<file path="src/rtl/serv_rf_ram_if_mp.sv">
// Bit-serial multi-port register file front end for SERV, backed by one read and one write SRAM port.
// Requests latch their register addresses; x0 reads as zero and is never written.
module serv_rf_ram_if_mp #(
  parameter int width    = 8,
  parameter int W        = 1,
  parameter int csr_regs = 4,
  parameter int RPORTS   = 2,
  parameter int raw      = $clog2(32 + csr_regs),
  parameter int aw       = raw + 5 - $clog2(width)
) (
  input  logic                    i_clk,
  input  logic                    i_rst_n,
  input  logic                    i_rreq,
  input  logic                    i_wreq,
  output logic                    o_ready,
  output logic                    o_busy,
  output logic                    o_err,
  input  logic [RPORTS*raw-1:0]   i_rreg,
  output logic [RPORTS*W-1:0]     o_rdata,
  input  logic [raw-1:0]          i_wreg0,
  input  logic [raw-1:0]          i_wreg1,
  input  logic                    i_wen0,
  input  logic                    i_wen1,
  input  logic [W-1:0]            i_wdata0,
  input  logic [W-1:0]            i_wdata1,
  output logic [aw-1:0]           o_raddr,
  output logic                    o_ren,
  input  logic [width-1:0]        i_rdata,
  output logic [aw-1:0]           o_waddr,
  output logic [width-1:0]        o_wdata,
  output logic                    o_wen
);

  localparam int RATIO = width / W;
  localparam int LR    = $clog2(RATIO);
  localparam int WW    = 5 - $clog2(width);
  localparam int NSL   = 32 / W;
  localparam int NWD   = 32 / width;
  localparam int CW    = $clog2(NSL + RPORTS + 3);

  localparam logic [CW-1:0] C_MASK     = CW'(RATIO - 1);
  localparam logic [CW-1:0] C_RD_LAST  = CW'(NSL + RPORTS + 1);
  localparam logic [CW-1:0] C_WR_LAST  = CW'(NSL + 2);
  localparam logic [CW-1:0] C_RD_START = CW'(RPORTS + 2);
  localparam logic [CW-1:0] C_READY    = CW'(RPORTS + 1);

  generate
    if (RATIO < 2 || RATIO < RPORTS) begin : g_bad_cfg
      $error("serv_rf_ram_if_mp: width/W must be >= max(2, RPORTS)");
    end
  endgenerate

  typedef enum logic [1:0] {S_IDLE = 2'd0, S_READ = 2'd1, S_WRITE = 2'd2} state_t;

  state_t          r_state;
  state_t          w_state_next;
  logic [CW-1:0]   r_cnt;
  logic            r_err;
  logic            w_idle;
  logic            w_accept;
  logic            w_err_next;

  logic [raw-1:0]  r_rreg [RPORTS];
  logic [raw-1:0]  r_wreg0;
  logic [raw-1:0]  r_wreg1;
  logic            r_wen0;
  logic            r_wen1;

  assign w_idle     = (r_state == S_IDLE);
  assign w_accept   = w_idle & (i_rreq | i_wreq);
  // Colliding requests in IDLE and any request while busy are both rejections.
  assign w_err_next = w_idle ? (i_rreq & i_wreq) : (i_rreq | i_wreq);

  // State register
  always_ff @(posedge i_clk or negedge i_rst_n) begin
    if (!i_rst_n) begin
      r_state <= S_IDLE;
      r_cnt   <= '0;
      r_err   <= 1'b0;
    end else begin
      r_state <= w_state_next;
      r_cnt   <= w_idle ? CW'(1) : r_cnt + CW'(1);
      r_err   <= w_err_next;
    end
  end

  // Next-state logic
  always_comb begin
    w_state_next = r_state;
    case (r_state)
      S_IDLE:  if (i_wreq) w_state_next = S_WRITE;
               else if (i_rreq) w_state_next = S_READ;
      S_READ:  if (r_cnt == C_RD_LAST) w_state_next = S_IDLE;
      S_WRITE: if (r_cnt == C_WR_LAST) w_state_next = S_IDLE;
      default: w_state_next = S_IDLE;
    endcase
  end

  always_ff @(posedge i_clk or negedge i_rst_n) begin
    if (!i_rst_n) begin
      r_wreg0 <= '0;
      r_wreg1 <= '0;
      r_wen0  <= 1'b0;
      r_wen1  <= 1'b0;
    end else if (w_accept) begin
      r_wreg0 <= i_wreg0;
      r_wreg1 <= i_wreg1;
      r_wen0  <= i_wen0;
      r_wen1  <= i_wen1;
    end
  end

  // Read fetch schedule: slot f = t-1 splits into word f/ratio and channel f%ratio.
  logic [CW-1:0]  w_f;
  logic [CW-1:0]  w_word;
  logic [CW-1:0]  w_p;
  logic           w_ren;
  logic [raw-1:0] w_rreg_sel;
  logic           r_rvalid;
  logic [CW-1:0]  r_rp;
  logic           w_rwin;
  logic [CW-1:0]  w_s;
  logic           w_bound;

  assign w_f     = r_cnt - CW'(1);
  assign w_word  = w_f >> LR;
  assign w_p     = w_f & C_MASK;
  assign w_ren   = (r_state == S_READ) && (w_p < CW'(RPORTS)) && (w_word < CW'(NWD));
  assign w_rwin  = (r_state == S_READ) && (r_cnt >= C_RD_START);
  assign w_s     = r_cnt - C_RD_START;
  assign w_bound = ((w_s & C_MASK) == '0);

  always_comb begin
    w_rreg_sel = '0;
    for (int i = 0; i < RPORTS; i++) begin
      if (w_p == CW'(i)) w_rreg_sel = r_rreg[i];
    end
  end

  always_ff @(posedge i_clk or negedge i_rst_n) begin
    if (!i_rst_n) begin
      r_rvalid <= 1'b0;
      r_rp     <= '0;
    end else begin
      r_rvalid <= w_ren;
      r_rp     <= w_p;
    end
  end

  genvar gi;
  generate
    for (gi = 0; gi < RPORTS; gi++) begin : g_rch
      logic [width-1:0] r_stage;
      logic [width-1:0] r_shift;
      logic [W-1:0]     w_slice;

      always_ff @(posedge i_clk or negedge i_rst_n) begin
        if (!i_rst_n) begin
          r_rreg[gi] <= '0;
          r_stage    <= '0;
          r_shift    <= '0;
        end else begin
          if (w_accept) r_rreg[gi] <= i_rreg[gi*raw +: raw];
          if (r_rvalid && r_rp == CW'(gi)) r_stage <= i_rdata;
          if (w_rwin) r_shift <= w_bound ? (r_stage >> W) : (r_shift >> W);
        end
      end

      // At a word boundary the first slice comes straight from staging.
      assign w_slice = w_bound ? r_stage[W-1:0] : r_shift[W-1:0];
      assign o_rdata[gi*W +: W] = (w_rwin && r_rreg[gi] != '0) ? w_slice : '0;
    end
  endgenerate

  // Write path: deserialise into shift registers, hand complete words to staging.
  logic [width-W-1:0] r_wsh0;
  logic [width-W-1:0] r_wsh1;
  logic [width-1:0]   w_wnew0;
  logic [width-1:0]   w_wnew1;
  logic [width-1:0]   r_wst0;
  logic [width-1:0]   r_wst1;
  logic               w_wsample;
  logic               w_wdone;
  logic [CW-1:0]      w_t1;
  logic [CW-1:0]      w_t2;
  logic               w_slot0;
  logic               w_slot1;
  logic [aw-1:0]      w_raddr;
  logic [aw-1:0]      w_waddr0;
  logic [aw-1:0]      w_waddr1;

  assign w_wnew0   = {i_wdata0, r_wsh0};
  assign w_wnew1   = {i_wdata1, r_wsh1};
  assign w_wsample = (r_state == S_WRITE) && (r_cnt <= CW'(NSL));
  assign w_wdone   = w_wsample && ((r_cnt & C_MASK) == '0);
  assign w_t1      = r_cnt - CW'(1);
  assign w_t2      = r_cnt - CW'(2);
  assign w_slot0   = (r_state == S_WRITE) && (r_cnt > CW'(RATIO)) && ((w_t1 & C_MASK) == '0);
  assign w_slot1   = (r_state == S_WRITE) && (r_cnt > CW'(RATIO + 1)) && ((w_t2 & C_MASK) == '0);

  always_ff @(posedge i_clk or negedge i_rst_n) begin
    if (!i_rst_n) begin
      r_wsh0 <= '0;
      r_wsh1 <= '0;
      r_wst0 <= '0;
      r_wst1 <= '0;
    end else begin
      if (w_wsample) begin
        r_wsh0 <= w_wnew0[width-1:W];
        r_wsh1 <= w_wnew1[width-1:W];
      end
      if (w_wdone) begin
        r_wst0 <= w_wnew0;
        r_wst1 <= w_wnew1;
      end
    end
  end

  generate
    if (WW > 0) begin : g_word
      logic [WW-1:0] w_k0;
      logic [WW-1:0] w_k1;
      assign w_k0     = WW'((w_t1 >> LR) - CW'(1));
      assign w_k1     = WW'((w_t2 >> LR) - CW'(1));
      assign w_raddr  = {w_rreg_sel, w_word[WW-1:0]};
      assign w_waddr0 = {r_wreg0, w_k0};
      assign w_waddr1 = {r_wreg1, w_k1};
    end else begin : g_noword
      assign w_raddr  = w_rreg_sel;
      assign w_waddr0 = r_wreg0;
      assign w_waddr1 = r_wreg1;
    end
  endgenerate

  // Output logic
  always_comb begin
    o_busy  = !w_idle;
    o_ready = (w_idle & i_wreq) | ((r_state == S_READ) && (r_cnt == C_READY));
    o_err   = r_err;
    o_ren   = w_ren;
    o_raddr = w_raddr;
    o_wen   = (w_slot0 & r_wen0 & (r_wreg0 != '0)) | (w_slot1 & r_wen1 & (r_wreg1 != '0));
    o_waddr = w_slot1 ? w_waddr1 : w_waddr0;
    o_wdata = w_slot1 ? r_wst1 : r_wst0;
  end

endmodule

</file>
<file path="config.mk">
export PLATFORM = sky130hd
export DESIGN_NAME = serv_rf_ram_if_mp
export DESIGN_NICKNAME = d
export VERILOG_FILES = /design/src/rtl/serv_rf_ram_if_mp.sv
export SDC_FILE = /design/constraint.sdc
export NUM_CORES = 1
export LEC_CHECK = 0
export BUFFER_PORTS_ARGS = -buffer_cell sky130_fd_sc_hd__buf_2
export CAP_MARGIN = 10
export CORE_MARGIN = 2
export CORE_UTILIZATION = 40
export CTS_CLUSTER_SIZE = 12
export DETAILED_ROUTE_END_ITERATION = 8
export PLACE_DENSITY = 0.71
export RECOVER_POWER = 50
export SLEW_MARGIN = 5
export SYNTH_ARGS = -nofsm -noshare
export SYNTH_HDL_FRONTEND = slang
export SYNTH_SLANG_ARGS = --single-unit
export TNS_END_PERCENT = 5
</file>
<file path="constraint.sdc">
create_clock -name i_clk -period 4 [get_ports i_clk]
set_input_delay 0.6 -clock i_clk [delete_from_list [all_inputs] [get_ports i_clk]]
set_output_delay 0.6 -clock i_clk [all_outputs]
set_load 0.01 [all_outputs]
</file>
# Word level (Yosys, flattened, before mapping)
# Cells that the tools add are included.
[word_totals] reg_bits=101 in_bits=40
[op_classes] add_sub_neg=6 order_cmp=6 n_eq_ne=10 n_mux=17 n_bitwise=10 n_reduce_logical=26
[op_table] operator="$logic_not 6->1" n=5
[op_table] operator="$reduce_bool 6->1" n=4
[op_table] operator="$mux 6" n=3
[op_table] operator="$mux 8" n=2
[op_table] operator="$logic_and 1x1->1" n=14
[op_table] operator="$mux 7" n=2
[op_table] operator="$eq 6x6->1 const B" n=2
[op_table] operator="$gt 6x4->1 const B" n=2
[op_table] operator="$mux 2" n=4
[op_table] operator="$and 1x1->1" n=7
[op_table] operator="$add 6x1->6 const B" n=1
[op_table] operator="$eq 3x1->1 const B" n=2
[op_table] operator="$eq 6x2->1 const B" n=1
[op_table] operator="$ge 6x3->1 const B" n=1
[op_table] operator="$le 6x6->1 const B" n=1
[op_table] operator="$pmux 2 s3" n=1
[op_table] operator="$sub 6x1->6 const B" n=1
[op_table] operator="$mux 1" n=5
[op_table] operator="$sub 5x2->5 const B" n=1
[op_table] operator="$ne 2x2->1 const B" n=2
[op_table] operator="$sub 2x1->2 const B" n=2
[op_table] operator="$lt 3x2->1 const B" n=1
[op_table] operator="$lt 3x3->1 const B" n=1
[op_table] operator="$ne 3x3->1 const B" n=1
[op_table] operator="7 further kinds" n=9

# Logic depth before layout (Yosys ltp)
# Gate-level depths: netlist of the first run.
[logic_depth] word_depth=6 depth_mapped=8 depth_no_buf=7

# Worst setup path after synthesis of the first run
# OpenSTA, ideal clock, no wires.
[synth_timing] path_type="reg-to-output" startpoint="register r_cnt[2]" endpoint="output port o_waddr[1]" t_arrival_ps=1971 t_required_ps=3400 path_slack_ps=1429 stages_incl_launch_ff=9 n_path_buf=1 cell_sequence="dfrtp_1 buf_6 inv_1 ha_1 nand4b_4 o311a_1 o21a_1 xnor2_2 xnor2_1"
[synth_via] elab_chain_len=4 elab_cells_between_ends=9 classes_between="4 x add/sub; 1 x order compare; 1 x mux; 3 x reduce/logical"
[synth_rtl] item="start: declaration" line="57" text="logic [CW-1:0] r_cnt;"
[synth_rtl] item="start signal: assignment" line="82" text="r_cnt <= w_idle ? CW'(1) : r_cnt + CW'(1);"
[synth_rtl] item="parallel branches: the longest is 3 deep, another holds $sub 6x1->6"
[synth_rtl] item="$mux 8 (*)" line="243" text="o_waddr = w_slot1 ? w_waddr1 : w_waddr0;"
[synth_rtl] item="end: declaration" line="29" text="output logic [aw-1:0] o_waddr,"
# Every way passes the cells marked *.

# Worst setup path in the final report of the first run
# Ends and elaborated chain as after synthesis.

==> run summary, run 1 <==
Cell area power density: 775 nW/µm². The worst endpoint data arrival time was 2600 ps; the global placer's final weighted congestion was 0.855. The floorplan has 39 rows. Global routing consumed, on the met1 layer, 20.1% of the routing resources. Hold repair after CTS inserted 0 buffers. After synthesis, the netlist uses 45 different library cells.

The largest fanout on the critical path is 14, and the number of buffer cells added on primary ports is 70. The area of the core region was 11,300 µm². The first global-routing pass estimated 15,200 µm of wire. IR analysis of the VDD net gives a maximum drop of 0.442 mV. For the number of slew-limit violations in the final report, the log shows 66.

Setup repair after global routing left no endpoint under its margin. The final wirelength came out at 9090 µm. TritonCTS built the clock tree. The number of setup buffers added after CTS came out at 0. The floorplan step defined a die boundary enclosing 12,300 µm². Counting I/O delays and the setup requirement, the final critical path takes 3200 ps. For the final routed database, the setup TNS stands at 0 ps. The clock tree synthesis step divided the H-tree into 3 levels.

The average detailed-routed wire length per instance works out to 15.9 µm. Summed over all cells, the static leakage comes to 0.00248 µW. Most used routing layer: met2.

For the number of global-route vias before repair, the log shows 3,032. The number of nets in the synthesized netlist is 404. The setup slack after layout was 797 ps.

The initial antenna violation count was 0; the share of the clock period used by the worst path after layout was 80.1%. In the routed design, unresolved DRC markers number 0. The type of the worst min-delay path was input pin to register. Relative to the synthesized area, the layout overhead comes to 15.5%. From left edge to right edge, the die measures 111 µm. For the total number of clock tree sinks, the log shows 99. For this configuration, the core starts out at a cell density of 40.5%. The final layout net count is 473, and the global routing usage on met2 is 24.7%. The kind of capture point of the worst setup path is a primary output. In this run, the number of DRC markers left after iteration 0 of detailed routing was 148. The ratio of cells with drive above 1 in the final layout was 42.8%; the largest buffer count on any clock path was 2. The tree is rooted in a sky130_fd_sc_hd__clkbuf_16. The HPWL reported at the end of detailed placement is 6300 µm. The antenna diode count came out at 0. The number of antenna-violating nets in the routed design is 0. The number of synthesized flops with an enable pin came out at 0. The worst slack after detailed placement came out at 1140 ps.

For the worst setup path, the data required time is 3400 ps. The die boundary height came out at 111 µm. The clock transition at the register clock pins on the worst setup and hold paths after CTS works out to 70 ps. The run gives 2 as the count of max-cap constraint violations. The logs give 0 for the Yosys warning count and 2,954 for the vias after detailed routing. The number of hold-slack violations in the final timing report was 0. Measured against its own limit, the worst slew margin works out to -10.2%.

Fmax: 312 MHz. For the later-pin clock latency in the skew report, the log shows 350 ps. Synthesis inferred 99 register bits. 71 I/O pins were placed. After detailed routing, the number of vias per cell comes to 5.16. The run gives 0 as the sum of overflow across all layers after global routing.

The run gives 15.2% as the total global-route track usage. The top flip-flop cell by instance count after synthesis was sky130_fd_sc_hd__dfrtp_1. Entering global routing, the biggest net connects 38 pins. The clock buffer count from CTS came out at 9. The tools report the kind of start point of the critical path as a register. For this run, the register share of the synthesized area comes to 54.1%.

Global routing used 4.37% of the available met3 tracks. The flow ran to the end, but the final reports show violations. The final reports fail on max-capacitance violations, max-slew violations. The clock arrives with 4.49 ps of skew. The mean instance size in the synthesized netlist was 12.9 µm²; the count of cells resized by post-cts repair was 0. The cell area that synthesis handed to floorplanning was 4580 µm².

The length of the first detailed-routing pass in iterations is 4. At the pin with the least slew margin, the transition time is 1650 ps. Classification of the worst setup path: register to primary output. The share of async-settable or async-resettable flops after synthesis was 100%; the number of failing setup endpoints in the final timing report was 0.

The count of mapped cells out of synthesis was 356.
[worst paths after layout]
check | from | cells after the start | slack [ps] | to
min in group asynchronous | i_rst_n | 1 | 670 | g_rch[0].r_shift[2]
max in group asynchronous | i_rst_n | 2 | 1090 | r_wst1[5]
setup reg to reg | r_cnt[2] | 4 | 1470 | r_wsh1[6]
setup / recovery | r_cnt[2] | 8 | 800 | o_waddr[1]
hold reg to reg | r_wst0[7] | 1 | 500 | r_wst0[7]
hold / removal | i_wreg1[2] | 2 | 480 | r_wreg1[2]
[power breakdown]
part,internal [µW],switching [µW]
logic,816,759
registers,1370,302
clock network,441,412
[cell families (layout without fill, tap and decap cells)]
| family | after synthesis | after routing | share of synthesized area [%] |
|---|---|---|---|
| buffers and inverters | 27 | 101 | 3.47 |
| AOI/OAI and AO/OA | 41 | 41 | 5.57 |
| muxes | 98 | 98 | 23.8 |
| DFF | 99 | 99 | 54.1 |
| and+or+nand+nor | 73 | 73 | 8.85 |
| adders and majority gates | 9 | 9 | 2.40 |
| xor gates and xnor gates | 9 | 9 | 1.88 |
[cells in the final DEF (no fill, tap or decap), types with 2 or more instances in the layout]
master	count
sky130_fd_sc_hd__nor3_1	4
sky130_fd_sc_hd__nor2b_1	2
sky130_fd_sc_hd__clkbuf_16	9
sky130_fd_sc_hd__mux2i_1	12
sky130_fd_sc_hd__a22oi_1	6
sky130_fd_sc_hd__ha_1	8
sky130_fd_sc_hd__inv_1	9
sky130_fd_sc_hd__inv_6	4
sky130_fd_sc_hd__xnor2_1	5
sky130_fd_sc_hd__nand2b_1	4
sky130_fd_sc_hd__nand4_1	3
sky130_fd_sc_hd__buf_4	2
sky130_fd_sc_hd__a21oi_1	18
sky130_fd_sc_hd__a311oi_1	2
sky130_fd_sc_hd__o31ai_1	2
sky130_fd_sc_hd__buf_2	69
sky130_fd_sc_hd__or4_1	5
sky130_fd_sc_hd__mux2_2	86
sky130_fd_sc_hd__clkbuf_1	3
sky130_fd_sc_hd__o21ai_0	5
sky130_fd_sc_hd__nand2_1	10
sky130_fd_sc_hd__nand3_1	3
sky130_fd_sc_hd__nor4_1	2
sky130_fd_sc_hd__dfrtp_1	99
sky130_fd_sc_hd__inv_8	2
sky130_fd_sc_hd__nor2_1	32
sky130_fd_sc_hd__xor2_1	3
[layer usage]
layer,vias to the layer above,share of wire (%)
li1,1398,-
met1,1471,46
met2,75,48
met3,10,5.4
met4,0,1.1
met5,-,0
[state kept, by name, summed over array words and instances (netlist names)]
name	flops
r_rp	3
r_cnt	6
g_rch.r_shift	14
r_wsh1	7
r_wsh0	7
r_wst0	8
o_err	1
r_wst1	8
r_wen0	1
r_wen1	1
r_wreg0	6
r_rreg	12
g_rch.r_stage	16
r_rvalid	1
r_state	2
r_wreg1	6
[worst max-delay path: stages (launching register included)]
cell	delay (ps)
sky130_fd_sc_hd__dfrtp_1	630
sky130_fd_sc_hd__inv_1	160
sky130_fd_sc_hd__ha_1	360
sky130_fd_sc_hd__nand4b_4	140
sky130_fd_sc_hd__o311a_1	350
sky130_fd_sc_hd__o21a_1	150
sky130_fd_sc_hd__xnor2_2	150
sky130_fd_sc_hd__xnor2_1	140
sky130_fd_sc_hd__buf_2	170
[stage by stage]
step / utilization [%] / cells / hold WS [ps] / instance area (µm²) / total power, µW
2_1_floorplan: - / 356 / 304 / 4580 / 2840
3_3_place_gp: 44.4 / 557 / 483 / 5030 / 3240
3_5_place_dp: 44.4 / 557 / 490 / 5030 / 3280
4_1_cts: 47.0 / 573 / 186 / 5320 / 4150
5_1_grt: 46.7 / 573 / 485 / 5290 / 4370
6_report: 46.7 / 573 / 480 / 5290 / 4100
[area by class of cell]
cell class	count	area (µm²)
Clock buffer	9	225
Clock inverter	7	66.3
Fill cell	1037	6030
Inverter	10	37.5
Multi-Input combinational cell	230	1930
Sequential cell	99	2480
Tap cell	143	179
Timing Repair Buffer	75	377
[synthesized netlist by cell type (2+ instances only)]
master                      n  area (µm²)
sky130_fd_sc_hd__nand3_1    3        15.0
sky130_fd_sc_hd__nand2_1   10        37.5
sky130_fd_sc_hd__o31ai_1    2        15.0
sky130_fd_sc_hd__o21ai_0    5        25.0
sky130_fd_sc_hd__clkbuf_1   2        7.51
sky130_fd_sc_hd__mux2_2    86         968
sky130_fd_sc_hd__a22oi_1    6        45.0
sky130_fd_sc_hd__nor2_1    31         116
sky130_fd_sc_hd__mux2i_1   12         120
sky130_fd_sc_hd__nand4_1    3        18.8
sky130_fd_sc_hd__a21oi_1   18        90.1
sky130_fd_sc_hd__dfrtp_1   99        2480
sky130_fd_sc_hd__nor3_1     4        20.0
sky130_fd_sc_hd__ha_1       8         100
sky130_fd_sc_hd__xnor2_1    5        43.8
sky130_fd_sc_hd__buf_6      5        56.3
sky130_fd_sc_hd__buf_4      3        22.5
sky130_fd_sc_hd__a311oi_1   2        17.5
sky130_fd_sc_hd__nor2_2     2        12.5
sky130_fd_sc_hd__buf_2      7        35.0
sky130_fd_sc_hd__nor2b_1    2        12.5
sky130_fd_sc_hd__xor2_1     3        26.3
sky130_fd_sc_hd__inv_1      9        33.8
sky130_fd_sc_hd__or4_1      5        37.5
sky130_fd_sc_hd__nand2b_1   4        25.0
Power figures use the tool's default switching activity.
==> inputs of run 2 (changes only) <==
--- a/config.mk
+++ b/config.mk
@@ -5,13 +5,14 @@
 export SDC_FILE = /design/constraint.sdc
 export NUM_CORES = 1
 export LEC_CHECK = 0
+export ABC_AREA = 1
 export BUFFER_PORTS_ARGS = -buffer_cell sky130_fd_sc_hd__buf_2
 export CAP_MARGIN = 10
 export CORE_MARGIN = 2
 export CORE_UTILIZATION = 40
 export CTS_CLUSTER_SIZE = 12
 export DETAILED_ROUTE_END_ITERATION = 8
-export PLACE_DENSITY = 0.71
+export PLACE_DENSITY = 0.7
 export RECOVER_POWER = 50
 export SLEW_MARGIN = 5
 export SYNTH_ARGS = -nofsm -noshare
==> constraint.sdc (replaced) <==
create_clock -name i_clk -period 3.15 [get_ports i_clk]
set_input_delay 0.4725 -clock i_clk [delete_from_list [all_inputs] [get_ports i_clk]]
set_output_delay 0.4725 -clock i_clk [all_outputs]
set_load 0.01 [all_outputs]
==> run 2 against run 1 <==
Net effect: the flow still finishes with violations (max-capacitance violations, max-slew violations); count of clock-buffer cells in the layout is 3 higher; sequential share of layout area is 1.4 points lower; critical path depth is 1 higher; routed wire length is 15% higher; worst setup slack worse by 610 ps; clock power is 41% higher; sequential power is 32% higher; combinational power is 35% higher.
==> run summary, run 2 <==
The width of the chip works out to 112 µm (+1.3%). sky130_fd_sc_hd__nand2_1 is the most common cell in the netlist. The kind of start point of the critical path was a register. The number of setup buffers added after CTS is 0 (unchanged), and the number of slew-limit violations in the final report is 88 (+33%). Sorting the synthesized cells by area gives the leading types as sky130_fd_sc_hd__dfrtp_1 (53%), sky130_fd_sc_hd__nand2_1 (13%), sky130_fd_sc_hd__o21ai_2 (5.2%). Area growth from synthesis to final layout: 15.9%.

The tools report the clock root buffer as sky130_fd_sc_hd__clkbuf_16. The count of max-cap constraint violations is 1 (-1). Count of cells resized by post-cts repair: 0 (unchanged). In this run the worst hold path is classified as input pin to register. The clock transition at the register clock pins on the worst setup and hold paths after CTS works out to 60 ps (about the same).

The logs give 0 (unchanged) for the number of antenna-violating nets in the routed design and 0 (unchanged) for the antenna diode count. The later-pin clock latency in the skew report came out at 350 ps (about the same). The mean instance size in the synthesized netlist is 8.90 µm² (-31%). The total DRC errors in the routed layout was 0 (unchanged). The logs give -41.5% (-31 points) for the worst relative slew slack and 71 (unchanged) for the I/O pin total. For the number of different library cells in the post-synthesis netlist, the log shows 29 (-36%).

The number of hold-slack violations in the final timing report came out at 0 (unchanged). The number of global-route vias before repair is 3,666 (+21%). The largest registers in the layout are g_rch.r_stage: 16 flops, g_rch.r_shift: 14 flops, r_rreg: 12 flops.

The number of synthesized flops with an enable pin came out at 0 (unchanged). The endpoint of the lowest-slack register-to-register path was r_wsh1[1]. By startpoint and endpoint, the worst setup path is classified as register to primary output. The final wirelength was 10,500 µm (+15%).

By count the netlist is led by sky130_fd_sc_hd__nand2_1 (163), sky130_fd_sc_hd__dfrtp_1 (99), sky130_fd_sc_hd__inv_1 (50). The ratio of cells with drive above 1 in the final layout came out at 24.2% (-19 points). Leaving out fill and tap cells, the most frequent cells in the layout are sky130_fd_sc_hd__nand2_1 (163), sky130_fd_sc_hd__dfrtp_1 (99), sky130_fd_sc_hd__buf_2 (68). The HPWL reported at the end of detailed placement was 7540 µm (+20%).

The total power after layout was 5530 µW (+35%); the net count of the mapped netlist was 577 (+43%). The worst-case vdd ir drop came out at 0.456 mV (+3.3%). The initial antenna violation count came out at 0 (unchanged). The run gives 88 (+130%) as the maximum number of pins on one net before global-route repair. The share of async-settable or async-resettable flops after synthesis was 100% (unchanged). The sum of negative setup slack came out at 0 ps (unchanged). The share of the synthesized area in the top cell type was 52.6% (-1.5 points). The worst hold path begins at i_wreq.

The number of DRC markers after the initial detailed-route iteration is 202 (+36%), and the total of fill cells in the finished design is 1,076 (+3.8%). The Yosys warning count was 0 (unchanged); the number of buffer cells added on primary ports was 70 (unchanged). For the total number of clock tree sinks, the log shows 99 (unchanged). Setup repair after global routing left no endpoint under its margin. The largest buffer count on any clock path is 2 (unchanged). The synthesized cell area is 4710 µm² (+2.8%). The final critical delay including setup and external delays is 2960 ps. The via count normalized by instance count was 5.04 (-2.2%); the fmax was 338 MHz. The tools report the initial core utilization as 41.1% (+0.59 points).

STA classifies the critical path endpoint as a primary output. The sequential fraction of the synthesis area was 52.6% (-1.5 points); the vias after detailed routing was 3,747 (+27%). The total global-route track usage is 17.9% (+2.6 points), and the required time at the endpoint of the critical path is 2680 ps (-720 ps). The leakage power is 0.00276 µW (+11%), and the worst-case reg-to-reg path depth is 7 (+3). TritonCTS built the clock tree. The count of cells along the worst hold path was 2 (unchanged).

Sum of overflow across all layers after global routing: 0 (unchanged). Startpoint of the most critical register-to-register path: r_cnt[1]. The cell area power density was 1010 nW/µm² (+31%); the share of the clock period used by the worst path after layout was 94.1%. The logs give 9 (unchanged) for the clock buffer count from CTS and 529 (+49%) for the count of mapped cells out of synthesis. The die outline area came out at 12,700 µm² (+2.7%). The tools report the number of H-tree levels as 3 (unchanged).

For the final layout net count, the log shows 643 (+36%). The run gives 2490 ps (-110 ps) as the worst endpoint data arrival time. The number of standard-cell rows in the floorplan is 39 (unchanged).

The run gives 351 ps (-129 ps) as the worst hold slack. The average detailed-routed wire length per instance is 14.1 µm (-11%), and the global placer's final weighted congestion is 0.901 (+5.4%). The tools report the length of the first detailed-routing pass in iterations as 4 (unchanged). The most common cell after layout, fill and taps aside was sky130_fd_sc_hd__nand2_1. The worst-case register-to-register setup slack was 1200 ps (-270 ps).

The run gives 17,900 µm (+18%) as the global-route wire length before repair. The path with the worst hold slack has its endpoint at r_state[0]. Largest fanout on the critical path: 16 (+2).

The run finished, with violations left. Area of the core region: 11,500 µm² (+1.3%). Top flip-flop cell by instance count after synthesis: sky130_fd_sc_hd__dfrtp_1. The cell type with the largest total area after synthesis was sky130_fd_sc_hd__dfrtp_1. The measured slew at the worst slew-check pin came out at 2120 ps (+469 ps). The flip-flop count of the largest register after layout was 16 (unchanged).

The flip-flop and latch count after synthesis came out at 99 (unchanged). The top register by number of flip-flops was g_rch.r_stage. The setup skew after layout came out at 4.87 ps (+0.375 ps).

The die boundary height is 112 µm (+1.3%). The utilization after layout is 47.6% (+0.87 points). The tools report the number of failing setup endpoints in the final timing report as 0 (unchanged). The checks that failed: max-capacitance violations, max-slew violations. Number of hold buffers added after cts: 0 (unchanged).
[run 2: changes by cell type after synthesis, sizes merged, moves of 12 or more]
cell   change
a31oi     +13
inv       +43
mux2      -67
mux2i     -12
nand2    +155
nand3     +23
o21ai     +56
[run 2: layout make-up]
class | count | area (µm²) | area share (%)
flip-flops and latches | 99 | 2480 | 45.4
multi-input cells | 356 | 1890 | 34.6
repair buffers | 75 | 383 | 7.02
clock buffers | 12 | 256 | 4.70
inverters | 54 | 203 | 3.71
well taps | 143 | 179 | 3.28
clock inverters | 4 | 72.6 | 1.33
[run 2: kinds of logic after synthesis]
family	after synthesis	share of synthesized area (%)
fa+ha+maj	8	2.13
xor+xnor	3	0.558
compound gates	88	12.0
flops	99	52.6
mux	19	4.54
simple gates	238	20.9
buf+inv	74	7.31
[run 2: report_power, final]
part           internal, µW  switching (µW)
logic                   828            1290
clock network           738             466
registers              1830             370
total                  3400            2130
[run 2: metrics by stage]
stage / setup slack, ps / std cells / area (µm²)
floorplan: 1000 / 529 / 4710
global placement: 625 / 727 / 5140
detailed placement: 542 / 727 / 5140
CTS: 171 / 743 / 5470
global route: 16.8 / 743 / 5460
finish: 187 / 743 / 5460
[run 2: worst max path at each step]
| stage | cells after the start | from | end | slack (ps) |
|---|---|---|---|---|
| global route | 9 | r_cnt[2] | o_wen | 20 |
| detailed placement | 9 | r_cnt[2] | o_wen | 540 |
| finish | 9 | r_cnt[2] | o_wen | 190 |
| global placement | 9 | r_cnt[2] | o_wen | 630 |
| CTS | 9 | r_cnt[2] | o_wen | 170 |
| floorplan | 10 | r_cnt[2] | o_waddr[2] | 1000 |
[run 2: worst max-delay path: stages, from the launching register on]
cell	delay [ps]
sky130_fd_sc_hd__dfrtp_1	600
sky130_fd_sc_hd__inv_2	90
sky130_fd_sc_hd__ha_1	280
sky130_fd_sc_hd__nand2_1	40
sky130_fd_sc_hd__nor2_1	270
sky130_fd_sc_hd__nand3_2	230
sky130_fd_sc_hd__inv_2	290
sky130_fd_sc_hd__nand3_1	100
sky130_fd_sc_hd__o21ai_1	90
sky130_fd_sc_hd__buf_2	140
[run 2: routing by layer]
metal | wire length (µm) | GRT usage (%) | share of wire (%)
met4 | 137 | 5.69 | 1.3
met5 | 0 | 0 | 0
met3 | 519 | 4.70 | 5.0
met2 | 5080 | 29.1 | 49
met1 | 4730 | 23.5 | 45
==> inputs of run 3 (changes only) <==
--- a/config.mk
+++ b/config.mk
@@ -5,14 +5,13 @@
 export SDC_FILE = /design/constraint.sdc
 export NUM_CORES = 1
 export LEC_CHECK = 0
-export ABC_AREA = 1
 export BUFFER_PORTS_ARGS = -buffer_cell sky130_fd_sc_hd__buf_2
 export CAP_MARGIN = 10
 export CORE_MARGIN = 2
 export CORE_UTILIZATION = 40
 export CTS_CLUSTER_SIZE = 12
 export DETAILED_ROUTE_END_ITERATION = 8
-export PLACE_DENSITY = 0.7
+export PLACE_DENSITY = 0.71
 export RECOVER_POWER = 50
 export SLEW_MARGIN = 5
 export SYNTH_ARGS = -nofsm -noshare
==> run 3 against run 2 <==
Net effect: the run now ends clean; first-iteration DRC count is 23% lower; clock power shrank 12%; sequential power fell by 4%; fmax is 2.5% lower; via count shrank 20%; combinational power down 3%; sequential share of layout area grew 1.3 points; sequential cell count unchanged; core utilization shrank 0.70 points; power decreased by 5.5%; design area decreased by 2.7%; critical endpoint unchanged; largest cell class unchanged.
==> run summary, run 3 (same netlist as run 1, synthesis figures left out) <==
The flow ran to the end, and the final reports show no timing, DRC or antenna violations. The area of the core region is 11,300 µm² (-1.3%). The library cells used most frequently in the layout, excluding fill and tap cells, are sky130_fd_sc_hd__dfrtp_1 (98), sky130_fd_sc_hd__mux2_2 (86), sky130_fd_sc_hd__buf_2 (68). The library cell used most frequently in the layout, excluding fill and tap cells, is sky130_fd_sc_hd__dfrtp_1. The number of buffer cells added on primary ports is 70 (unchanged). Cell area power density: 984 nW/µm² (-2.9%). The clock transition at the register clock pins on the worst setup and hold paths after CTS is 70 ps (about the same), and the number of antenna-violating nets in the routed design is 0 (unchanged). The logs give 2570 ps (+80 ps) for the worst endpoint data arrival time and 2 (unchanged) for the largest buffer count on any clock path. The initial antenna violation count was 0 (unchanged). The total number of clock tree sinks was 99 (unchanged). The fmax is 329 MHz (-2.5%). For the number of standard cells in the layout, taps in and fillers out, the log shows 577 (-22%). TritonCTS built the clock tree. Global-route wire length before repair: 15,700 µm (-12%).

The average detailed-routed wire length per instance is 16.5 µm (+17%). The switching fraction of total power works out to 36.1% (-2.4 points). The net load switching power came out at 1890 µW (-11%). The final critical delay including setup and external delays came out at 3040 ps (+75.9 ps). Setup slack after layout: 111 ps (-75.9 ps).

The measured slew at the worst slew-check pin is 1460 ps (-667 ps). For the utilization after layout, the log shows 46.9% (-0.70 points). The tools report the setup skew after layout as 7.54 ps (+2.68 ps). The cell sitting at the root of the clock tree is a sky130_fd_sc_hd__clkbuf_16. The number of standard-cell rows in the floorplan is 39 (unchanged). For the leakage power, the log shows 0.00249 µW (-9.9%). The final layout net count is 477 (-26%), and the sum of overflow across all layers after global routing is 0 (unchanged).

The tools report the die outline area as 12,300 µm² (-2.6%). The number of DRC markers after the initial detailed-route iteration is 156 (-23%). The share of the clock period used by the worst path after layout is 96.5% (+2.4 points). The ratio of cells with drive above 1 in the final layout works out to 42.6% (+18 points). The width of the chip is 111 µm (-1.3%).

The worst slack after detailed placement was 373 ps (-169 ps). Setup repair after global routing left no endpoint under its margin. The number of setup buffers added after CTS was 0 (unchanged); the final wirelength was 9530 µm (-9.0%). The number of hold buffers added after cts was 0 (unchanged). g_rch.r_stage holds more flip-flops than any other register. The path class of the tightest hold or removal check is input pin to register. The number of failing setup endpoints in the final timing report is 0 (unchanged), and the flip-flop count of the largest register after layout is 16 (unchanged). The number of hold-slack violations in the final timing report is 0 (unchanged), and the number of global-route vias before repair is 2,977 (-19%). The fraction of power consumed by the clock network is 20.1% (-1.7 points), and the I/O pin total is 71 (unchanged). The antenna diode count was 0 (unchanged). The total DRC errors in the routed layout came out at 0 (unchanged). The die boundary height was 111 µm (-1.3%). For the number of H-tree levels, the log shows 3 (unchanged). The sequential share of power is 40.6% (+0.7 points), and the via count normalized by instance count is 5.19 (+2.8%).

The length of the first detailed-routing pass in iterations is 4 (unchanged), and the worst relative slew slack is 2.97% (+44 points). The clock buffer count from CTS is 9 (unchanged). The run gives 561 (-23%) as the cell total after placement. The logs give 16.2% (-1.7 points) for the total global-route track usage and 0 ps (unchanged) for the sum of negative setup slack. The proportion of power drawn by combinational gates is 39.3% (+1.0 points), and the post-place instance area is 5060 µm² (-1.5%). The cell-internal power came out at 3340 µW (-1.9%).

The count of max-cap constraint violations is 0 (-1), and the largest fanout on the critical path is 13 (-3). The delay of the slowest critical-path stage works out to 590 ps (about the same). The vias after detailed routing was 2,992 (-20%); the area growth from synthesis to final layout was 15.9% (about the same).

The largest registers in the layout are g_rch.r_stage: 16 flops, g_rch.r_shift: 14 flops, r_rreg: 12 flops. The required time at the endpoint of the critical path is 2680 ps (about the same), and the HPWL reported at the end of detailed placement is 6830 µm (-9.5%). The worst setup path is captured at a primary output.

The later-pin clock latency in the skew report is 350 ps (about the same), and the maximum number of pins on one net before global-route repair is 60 (-32%). The global placer's final weighted congestion came out at 0.786 (-13%). Kind of start point of the critical path: a register. The slowest stage of the critical path belongs to the cell sky130_fd_sc_hd__or4_1. For the initial core utilization, the log shows 40.5% (-0.59 points). Traced cell by cell, the critical path runs through clkbuf_1 > xor2_1 > or4_1 > o21ai_0 > buf_2. The classification of the worst setup path was register to primary output.

The worst-case vdd ir drop was 0.553 mV (+21%); the number of slew-limit violations in the final report was 0 (-100%). The post-route standard cell area excluding fillers came out at 5310 µm² (-2.7%).
==> run 3: cell types whose count changed in the layout (fill, tap and decap cells not counted), sizes merged, moves of 6 or more <==
cell,delta
nand2,-155
mux2i,+12
inv,-41
a22oi,+6
a31oi,-13
nand3,-23
mux2,+67
o21ai,-56
a21oi,+9
==> run 3: worst max-delay path: cells and delay by family, from the launching register on <==
kind	cells	cell delay, ps
flops	1	350
xor+xnor	1	370
compound gates	1	210
buf+inv	2	700
simple gates	1	590
==> run 3: final cells by class <==
cell class	count	area (µm²)
fillers	1052	6010
multi-input cells	230	1930
flip-flops and latches	99	2480
clock buffers	9	225
clock inverters	7	61.3
inverters	10	37.5
repair buffers	79	398
well taps	143	179
==> run 3: repair_timing <==
item                                    in CTS  in global routing
endpoints found under the setup margin       6                  9
resized for setup                            1                  1
pin swaps                                    0                  1
cloned                                       0                  0
==> run 3: worst paths after layout <==
| check | start | endpoint | slack [ps] | depth (start not counted) |
|---|---|---|---|---|
| min | i_rreg[1] | r_rreg[7] | 360 | 2 |
| max | r_cnt[2] | o_wen | 110 | 5 |
| min reg2reg | r_wst1[2] | r_wst1[2] | 510 | 1 |
| max in group asynchronous | i_rst_n | g_rch[1].r_stage[4] | 1280 | 2 |
| max reg2reg | r_cnt[2] | r_wsh0[3] | 430 | 5 |
| min in group asynchronous | i_rst_n | g_rch[0].r_shift[2] | 470 | 1 |
==> run 3: power groups by stage <==
stage	Combinational (µW)	Clock, µW	Sequential [µW]
floorplan	1620	0	1990
global placement	2020	0	2120
detailed placement	2080	0	2150
CTS	2100	1080	2130
global route	2270	1140	2180
finish	2050	1050	2120
==> run 3: per-layer routing <==
layer	vias up	share of wire, %	GRT usage, %
met5	-	0	0
met4	0	0.84	4.69
met3	7	5.2	5.08
met2	82	49	26.0
met1	1502	45	21.3
li1	1401	-	-
==> run 3: through the flow <==
stage / power [µW] / hold WS [ps]
global placement: 4140 / 486
detailed placement: 4220 / 492
finish: 5220 / 355
global route: 5590 / 345
CTS: 5310 / 216
floorplan: 3610 / 177
